File: src/rtl/serial_sub_ctrl.sv
// -----------------------------------------------------------------------------
// serial_sub_ctrl
//
// Bit-serial unsigned subtractor. One start request computes a - b, LSB first,
// one bit per clock through a single full-subtractor cell, and then presents
// the result with a one-cycle done pulse.
//
// Operation timeline (start accepted on the rising edge that ends cycle N):
//   cycle N+1 .. N+WIDTH   : SHIFT, one bit per cycle
//   cycle N+WIDTH+1        : DONE, done=1, diff/borrow valid
//   following cycle        : back in IDLE, ready for a new start
//
// Parameters
//   WIDTH   operand/result width in bits (2..32), default 8
//
// Ports
//   clk     in   single clock, rising edge
//   rst_n   in   asynchronous active-low reset
//   start   in   request one subtraction (accepted only in IDLE)
//   a       in   minuend, sampled when start is accepted
//   b       in   subtrahend, sampled when start is accepted
//   busy    out  high in SHIFT and DONE
//   done    out  one-cycle pulse, diff/borrow valid
//   diff    out  result register, held until the next done pulse
//   borrow  out  final borrow-out (1 = a < b)
//
// Build option
//   SERIAL_SUB_SAT_EN  when defined, diff is forced to zero on completion
//                      whenever the final borrow is 1 (borrow still reports 1).
// -----------------------------------------------------------------------------
module serial_sub_ctrl #(
    parameter int WIDTH = 8
) (
    input  logic             clk,
    input  logic             rst_n,
    input  logic             start,
    input  logic [WIDTH-1:0] a,
    input  logic [WIDTH-1:0] b,
    output logic             busy,
    output logic             done,
    output logic [WIDTH-1:0] diff,
    output logic             borrow
);

    localparam int CNT_W = (WIDTH > 1) ? $clog2(WIDTH) : 1;
    localparam logic [CNT_W-1:0] CNT_LAST = CNT_W'(WIDTH - 1);

    typedef enum logic [1:0] {
        ST_IDLE  = 2'd0,
        ST_SHIFT = 2'd1,
        ST_DONE  = 2'd2
    } state_t;

    state_t           state;
    logic [WIDTH-1:0] a_sr;
    logic [WIDTH-1:0] b_sr;
    logic [WIDTH-1:0] res_sr;
    logic             br;
    logic [CNT_W-1:0] cnt;

    logic             d_bit;
    logic             bo_bit;
    logic [WIDTH-1:0] res_next;

`ifdef SERIAL_SUB_SAT_EN
    // Underflow clamps the result to zero.
    function automatic logic [WIDTH-1:0] sat_underflow(
        input logic [WIDTH-1:0] r,
        input logic             under
    );
        return under ? '0 : r;
    endfunction
`endif

    // Full-subtractor cell on the current LSBs plus the running borrow.
    always_comb begin
        d_bit    = a_sr[0] ^ b_sr[0] ^ br;
        bo_bit   = (~a_sr[0] & b_sr[0]) | (~(a_sr[0] ^ b_sr[0]) & br);
        res_next = {d_bit, res_sr[WIDTH-1:1]};
    end

    always_ff @(posedge clk or negedge rst_n) begin
        if (!rst_n) begin
            state  <= ST_IDLE;
            a_sr   <= '0;
            b_sr   <= '0;
            res_sr <= '0;
            br     <= 1'b0;
            cnt    <= '0;
            busy   <= 1'b0;
            done   <= 1'b0;
            diff   <= '0;
            borrow <= 1'b0;
        end else begin
            case (state)
                ST_IDLE: begin
                    done <= 1'b0;
                    if (start) begin
                        a_sr  <= a;
                        b_sr  <= b;
                        br    <= 1'b0;
                        cnt   <= '0;
                        busy  <= 1'b1;
                        state <= ST_SHIFT;
                    end
                end

                ST_SHIFT: begin
                    // Result fills from the MSB end, so after WIDTH shifts the
                    // first (LSB) difference bit has reached bit 0.
                    res_sr <= res_next;
                    a_sr   <= a_sr >> 1;
                    b_sr   <= b_sr >> 1;
                    br     <= bo_bit;
                    if (cnt == CNT_LAST) begin
                        // Outputs load from the final-cycle values so they are
                        // valid in the DONE cycle itself.
`ifdef SERIAL_SUB_SAT_EN
                        diff   <= sat_underflow(res_next, bo_bit);
`else
                        diff   <= res_next;
`endif
                        borrow <= bo_bit;
                        done   <= 1'b1;
                        state  <= ST_DONE;
                    end else begin
                        cnt <= cnt + 1'b1;
                    end
                end

                ST_DONE: begin
                    done  <= 1'b0;
                    busy  <= 1'b0;
                    state <= ST_IDLE;
                end

                default: begin
                    done  <= 1'b0;
                    busy  <= 1'b0;
                    state <= ST_IDLE;
                end
            endcase
        end
    end

endmodule

File: config.mk
export PLATFORM = sky130hd
export DESIGN_NAME = serial_sub_ctrl
export DESIGN_NICKNAME = d
export VERILOG_FILES = /design/src/rtl/serial_sub_ctrl.sv
export SDC_FILE = /design/constraint.sdc
export NUM_CORES = 1
export LEC_CHECK = 0
export CORE_UTILIZATION = 47
export DETAILED_ROUTE_END_ITERATION = 10
export GPL_ROUTABILITY_DRIVEN = 0
export PLACE_DENSITY = 0.75
export SYNTH_ARGS = -nofsm -noshare
export SYNTH_HDL_FRONTEND = slang
export SYNTH_SLANG_ARGS = --single-unit
File: constraint.sdc
create_clock -name clk -period 1.5 [get_ports clk]
set_input_delay 0.225 -clock clk [delete_from_list [all_inputs] [get_ports clk]]
set_output_delay 0.225 -clock clk [all_outputs]
set_load 0.01 [all_outputs]
==> impl_metrics.toml <==
[routing]
drc = 0
vias = 1347
wire_per_inst_um = 15.69
antenna_left = 0
firstDrtPassIters = 4
drt_iter0_drc = 92
routed_wl_mm = 3.765
vias_per_cell = 5.613

[clock_tree]
tritoncts = "done"
cts.clk_slew.worst_paths_ns = 0.07
numCtsBuffers = 5
cts_buffer_depth = 2
cts_root_buf = "clkbuf_8"
clk-insertion-delay-late_ns = 0.29
cts_sinks = 40
h-tree-depth = 2

[sta]
fin_crit_ns = 1.455
finalHoldViolations = 0
slew_headroom_pct = 66.98
timing.fmax_mhz = 687.3
rsz0062_at_grt = "true"
fin_tns_setup_ns = 0
tightest_slew_ns = 0.4952
clock_skew_ns = 0.003381
fin_crit_sh_pct = 96.99
slew_viol_final = 0
finalSetupViolations = 0

[finish]
n_fill_cell = 265
multi_input_area_um2 = 710.7
register_area_um2 = 1001
area_growth_pct = 33.38
layout-drive-gt1-share_pct = 22.68
design_area_um2 = 2330
nNetsFinal = 216
antenna_cells = 0

[critical_path]
reg2reg_slack_ns = 0.05
critPathCaptureType = "flop"
critical_path_class = "flop to flop"
worstPathRequired_ns = 1.68
critPathLaunchType = "flop"
reg2regPathDepth = 5
r2r-start = "cnt[0]"
cp_max_fo = 5
critical_path_arrival_ns = 1.63
reg2reg_to = "diff[1]"

[placed_design]
dp_hpwl_mm = 2.341
portBuffers = 29
placed_cell_area_um2 = 2112

[global_routing]
grt_max_degree = 41
grt_pass1_vias = 1363
grtUsageTotal_pct = 21.38
antenna_found_initial = 0
grt_overflow = 0
grt_pass1_wl_mm = 6.465

[hold_path]
holdPathStages = 3
hold_path_startpoint = "a[7]"
worst_hold_path_type = "input pin to flop"
hold_path_end = "a_sr[7]"

[floorplan]
fp.dieArea_um2 = 3964
io_pins = 30
coreArea_um2 = 3442
die_w_um = 62.96
initial_core_util_pct = 50.75
die_height_um = 62.96
row_count = 21

[run_status]
status = "completed"

[synth]
synthTopCellsByArea = "dfrtp_1 57%, o22ai_1 10%, mux2_2 7.1%"
synth_nets = 172
synth_top_family_by_area = "compound AO/OA/AOI/OAI gates"
ys_types = 23
yosysWarnings = 0
seq_area_frac_synth_pct = 57.31
synth_mux_area_share_pct = 10.53
synth-xor-area-share_pct = 0
synth.avg_cell_area_um2 = 11.72
yosys.area_share.simple_pct = 3.940
synth_top_area_share_pct = 57.31
ys_ff_latch = 40
synth_fa_ha_area_share_pct = 3.295
syn-instance-count = 149
synth_compound_area_share_pct = 19.48
synth_largest_area_cell = "dfrtp_1"
synth_area_um2 = 1747

[job]
max_cap_violations = 0

[pwr]
ir_drop_uv = 865.6
total_power_mw = 4.780
cellPowerDensity_nw_per_um2 = 2052
p_leak_nw = 1.035
-- through the flow --
stage | setup slack, ns | std cells | hold slack [ns] | utilization, %
after floorplan | 0.005793 | 149 | -0.07059 | -
after global placement | 0.008945 | 225 | 0.3049 | 61.36
after detailed placement | -0.09274 | 225 | 0.3056 | 61.36
after CTS | -0.02156 | 240 | 0.4842 | 67.76
after global routing | -0.02757 | 240 | 0.4960 | 67.68
final | 0.04511 | 240 | 0.4848 | 67.68
-- area by class of cell --
type	instances	area share, %
clock buffer	6	3.115
clock inverter	2	1.504
inverter	6	0.9667
multi-input combinational	93	30.50
sequential	40	42.96
tap	46	2.470
timing repair buffer	47	18.47
-- synth_stat cells, drive strengths merged --
cell and number:
a21oi 17, a22oi 2, buf 9, clkbuf 1, clkinv 1, dfrtp 40
fa 1, ha 3, inv 5, mux2 15, nand2 4, nand2b 2
nand3b 1, nor2 4, nor2b 1, nor3 1, o21ai 13, o22ai 28
or2b 1
-- critical path: stages (launching register included) --
cell and delay [ns]:
dfrtp_1 0.42, ha_4 0.19, ha_4 0.15, nand3b_1 0.13, buf_6 0.16, mux2_4 0.30
-- worst max path at each step --
stage / startpoint / end / depth (start not counted)
after global placement: cnt[0] / diff[4] / 5
final: cnt[0] / diff[1] / 5
after global routing: cnt[0] / cnt[1] / 6
after detailed placement: start / a_sr[1] / 4
after floorplan: cnt[0] / diff[0] / 5
after CTS: cnt[1] / diff[1] / 6
-- layout by cell type, fill, tap and decap left out, types with 2 or more instances in the layout --
master           synthesis  routed
a21oi_1                 17      17
o21ai_1                  0       2
buf_4                    3      15
clkbuf_8                 0       5
buf_6                    1       2
ha_4                     0       2
dfrtp_1                 40      40
o22ai_1                 28      28
mux2_4                   4      12
clkdlybuf4s50_1          0      28
nand2_1                  4       4
nor2_1                   4       3
o21ai_0                 13      11
a22oi_1                  2       2
inv_1                    5       5
mux2_2                  11       3
-- state kept, by name, summed over array words and instances (netlist names) --
register,count
b_sr,8
a_sr,8
cnt,3
done,1
res_sr,7
state,2
br,1
borrow,1
diff,8
busy,1
-- where the power goes --
part | internal, mW | total [mW] | switching, mW
Clock | 0.493 | 0.850 | 0.357
Sequential | 1.59 | 1.98 | 0.393
Combinational | 1.14 | 1.95 | 0.806
Total | 3.22 | 4.78 | 1.56
-- what timing repair did --
item                                    4_1_cts  5_1_grt
pin swaps                                     1        1
buffers inserted                              5        2
hold buffers                                  1        0
gates cloned                                  1        0
hold endpoints to repair                     40        0
resized for setup                            10        9
endpoints found under the setup margin        8       18
-- per-layer routing --
layer  part of all wire [%]  up-vias  GRT usage [%]  routed length [um]
li1                       -      636              -                   -
met1                     43      667          26.67                1637
met3                    4.4        8          5.474                 164
met5                      0        -              0                   0
met4                    2.0        0          8.721                  76
met2                     50       36          35.08                1887
-- logic make-up after synthesis --
| family | Yosys count |
|---|---|
| muxes | 15 |
| and+or+nand+nor | 14 |
| DFF | 40 |
| AOI/OAI and AO/OA | 60 |
| adders and majority gates | 4 |
| buffers and inverters | 16 |
(Power assumes the default switching activity.)
==> variant, RTL diff (same flow settings) <==
Encoding of `state_t`: now one-hot (3 bits for 3 states).
--- a/src/rtl/serial_sub_ctrl.sv
+++ b/src/rtl/serial_sub_ctrl.sv
@@ -47,6 +47,6 @@
 
-    typedef enum logic [1:0] {
-        ST_IDLE  = 2'd0,
-        ST_SHIFT = 2'd1,
-        ST_DONE  = 2'd2
+    typedef enum logic [2:0] {
+        ST_IDLE  = 3'b001,
+        ST_SHIFT = 3'b010,
+        ST_DONE  = 3'b100
     } state_t;
Check against the original RTL: same outputs for any inputs over 10 cycles, from zero or initial values and one cycle with rst_n low; not proved beyond that.
==> variant against the unedited design <==
  * Worst setup slack got worse by 0.054 ns
  * First-iteration DRC count fell by 65%
  * The run now ends with setup timing left
  * Sequential cell count is 1 higher
  * Area after synthesis is 2.1% lower
  * Global-route usage is 2.5 points lower
  * Combinational power shrank 38%
  * Routed wire length down 13%
  * Design area is 3.9% lower
  * Sequential share of layout area grew 2.9 points
  * Critical endpoint is now diff[6]
  * Power shrank 28%
  * Hold slack worse by 0.033 ns
  * Largest cell class unchanged
==> variant: results <==
{
  "synth.distinct_cells": 25,
  "diodes": 0,
  "layout_setup_ws_ns": -0.008419,
  "finalClockSkew_ns": 0.01985,
  "clock_latency_ns": 0.36,
  "ir_drop_mv": 0.8435,
  "violations": "setup timing",
  "hold_path.class": "in -> async",
  "postCtsSetupBuffers": 2,
  "cts_resized": 2,
  "wl_per_cell_um": 14.85,
  "top_regs": "a_sr (8), b_sr (8), diff (8)",
  "ys_seq_area_share_pct": 60.10,
  "cp_max_fo": 10,
  "grt_pass1_vias": 1218,
  "p_leak_nw": 1.221,
  "synthDominantCellAreaShare_pct": 58.57,
  "setup_viol": 2,
  "drive_above_1_share_pct": 29.71,
  "post_dp_cell_area_um2": 2100,
  "startpoint": "cnt[1]",
  "grt_usage_pct": 18.87,
  "cts_root_buffer": "clkbuf_4",
  "fin_nets": 196,
  "grt_first_pass_wirelength_um": 5526,
  "p_per_area_nw_per_um2": 1541,
  "worstPathArrival_ns": 1.75,
  "syn_nets": 154,
  "setup_tns_ns": -0.008975,
  "synth_commonest_cells": "40 x dfrtp_1, 17 x inv_1, 16 x mux2_2, 14 x o22ai_1, 9 x a21oi_2",
  "status": "finished, violations left",
  "dp.final_hpwl_um": 2130,
  "grt_max_degree": 42,
  "place_ws_ns": -0.03244,
  "worstMarginPinSlew_ns": 0.5114
}
[variant: kinds of logic (layout without fill, tap and decap cells)]
kind of cell	Yosys count	count (layout)	synth area share [%]
mux	16	16	10.54
compound gates	36	36	14.64
fa+ha+maj	3	3	2.635
flops	41	41	60.10
simple gates	12	12	5.271
buf+inv	24	67	6.808
[variant: final cells by class]
class                           count  area share [%]
Clock inverter                      1          0.2235
Multi-Input combinational cell     67           28.16
Clock buffer                        7           2.011
Inverter                           17           2.849
Sequential cell                    41           45.87
Timing Repair Buffer               42           18.32
Tap cell                           46           2.570
[variant: per-stage QoR]
stage | total power, mW | hold WS (ns) | cells
CTS | 3.459 | 0.4429 | 220
finish | 3.451 | 0.4518 | 221
floorplan | 2.598 | -0.07059 | 132
global placement | 2.810 | 0.3039 | 209
detailed placement | 2.901 | 0.3104 | 209
global route | 3.693 | 0.4678 | 221
[variant: critical path: stages (launching register included)]
cell	delay [ns]
dfrtp_1	0.41
ha_2	0.20
ha_4	0.17
nand4bb_1	0.11
buf_6	0.18
mux2_4	0.32
[variant: layer usage]
metal	GRT usage, %	up-vias	wire length [µm]
met5	0	-	0
met4	11.05	0	102
met3	4.412	12	127
met2	31.18	28	1539
met1	22.52	583	1514
li1	-	551	-
[variant: where the power goes]
part           switching [mW]  internal [mW]  leakage (nW)  total [mW]
Combinational           0.601          0.612         0.680        1.21
Clock                   0.341          0.183        0.0293       0.524
Sequential              0.234           1.48         0.511        1.71
[variant: path summary, 6_finish.rpt]
check                           endpoint  slack [ns]  depth (start not counted)
worst max-delay path             diff[6]      -0.008                          5
worst min register to register    borrow        0.51                          2
min in group clk                 a_sr[7]        0.47                          2
worst min-delay path              cnt[2]        0.45                          3
worst max register to register   diff[6]      -0.008                          5
max in group asynchronous       state[0]        0.68                          3
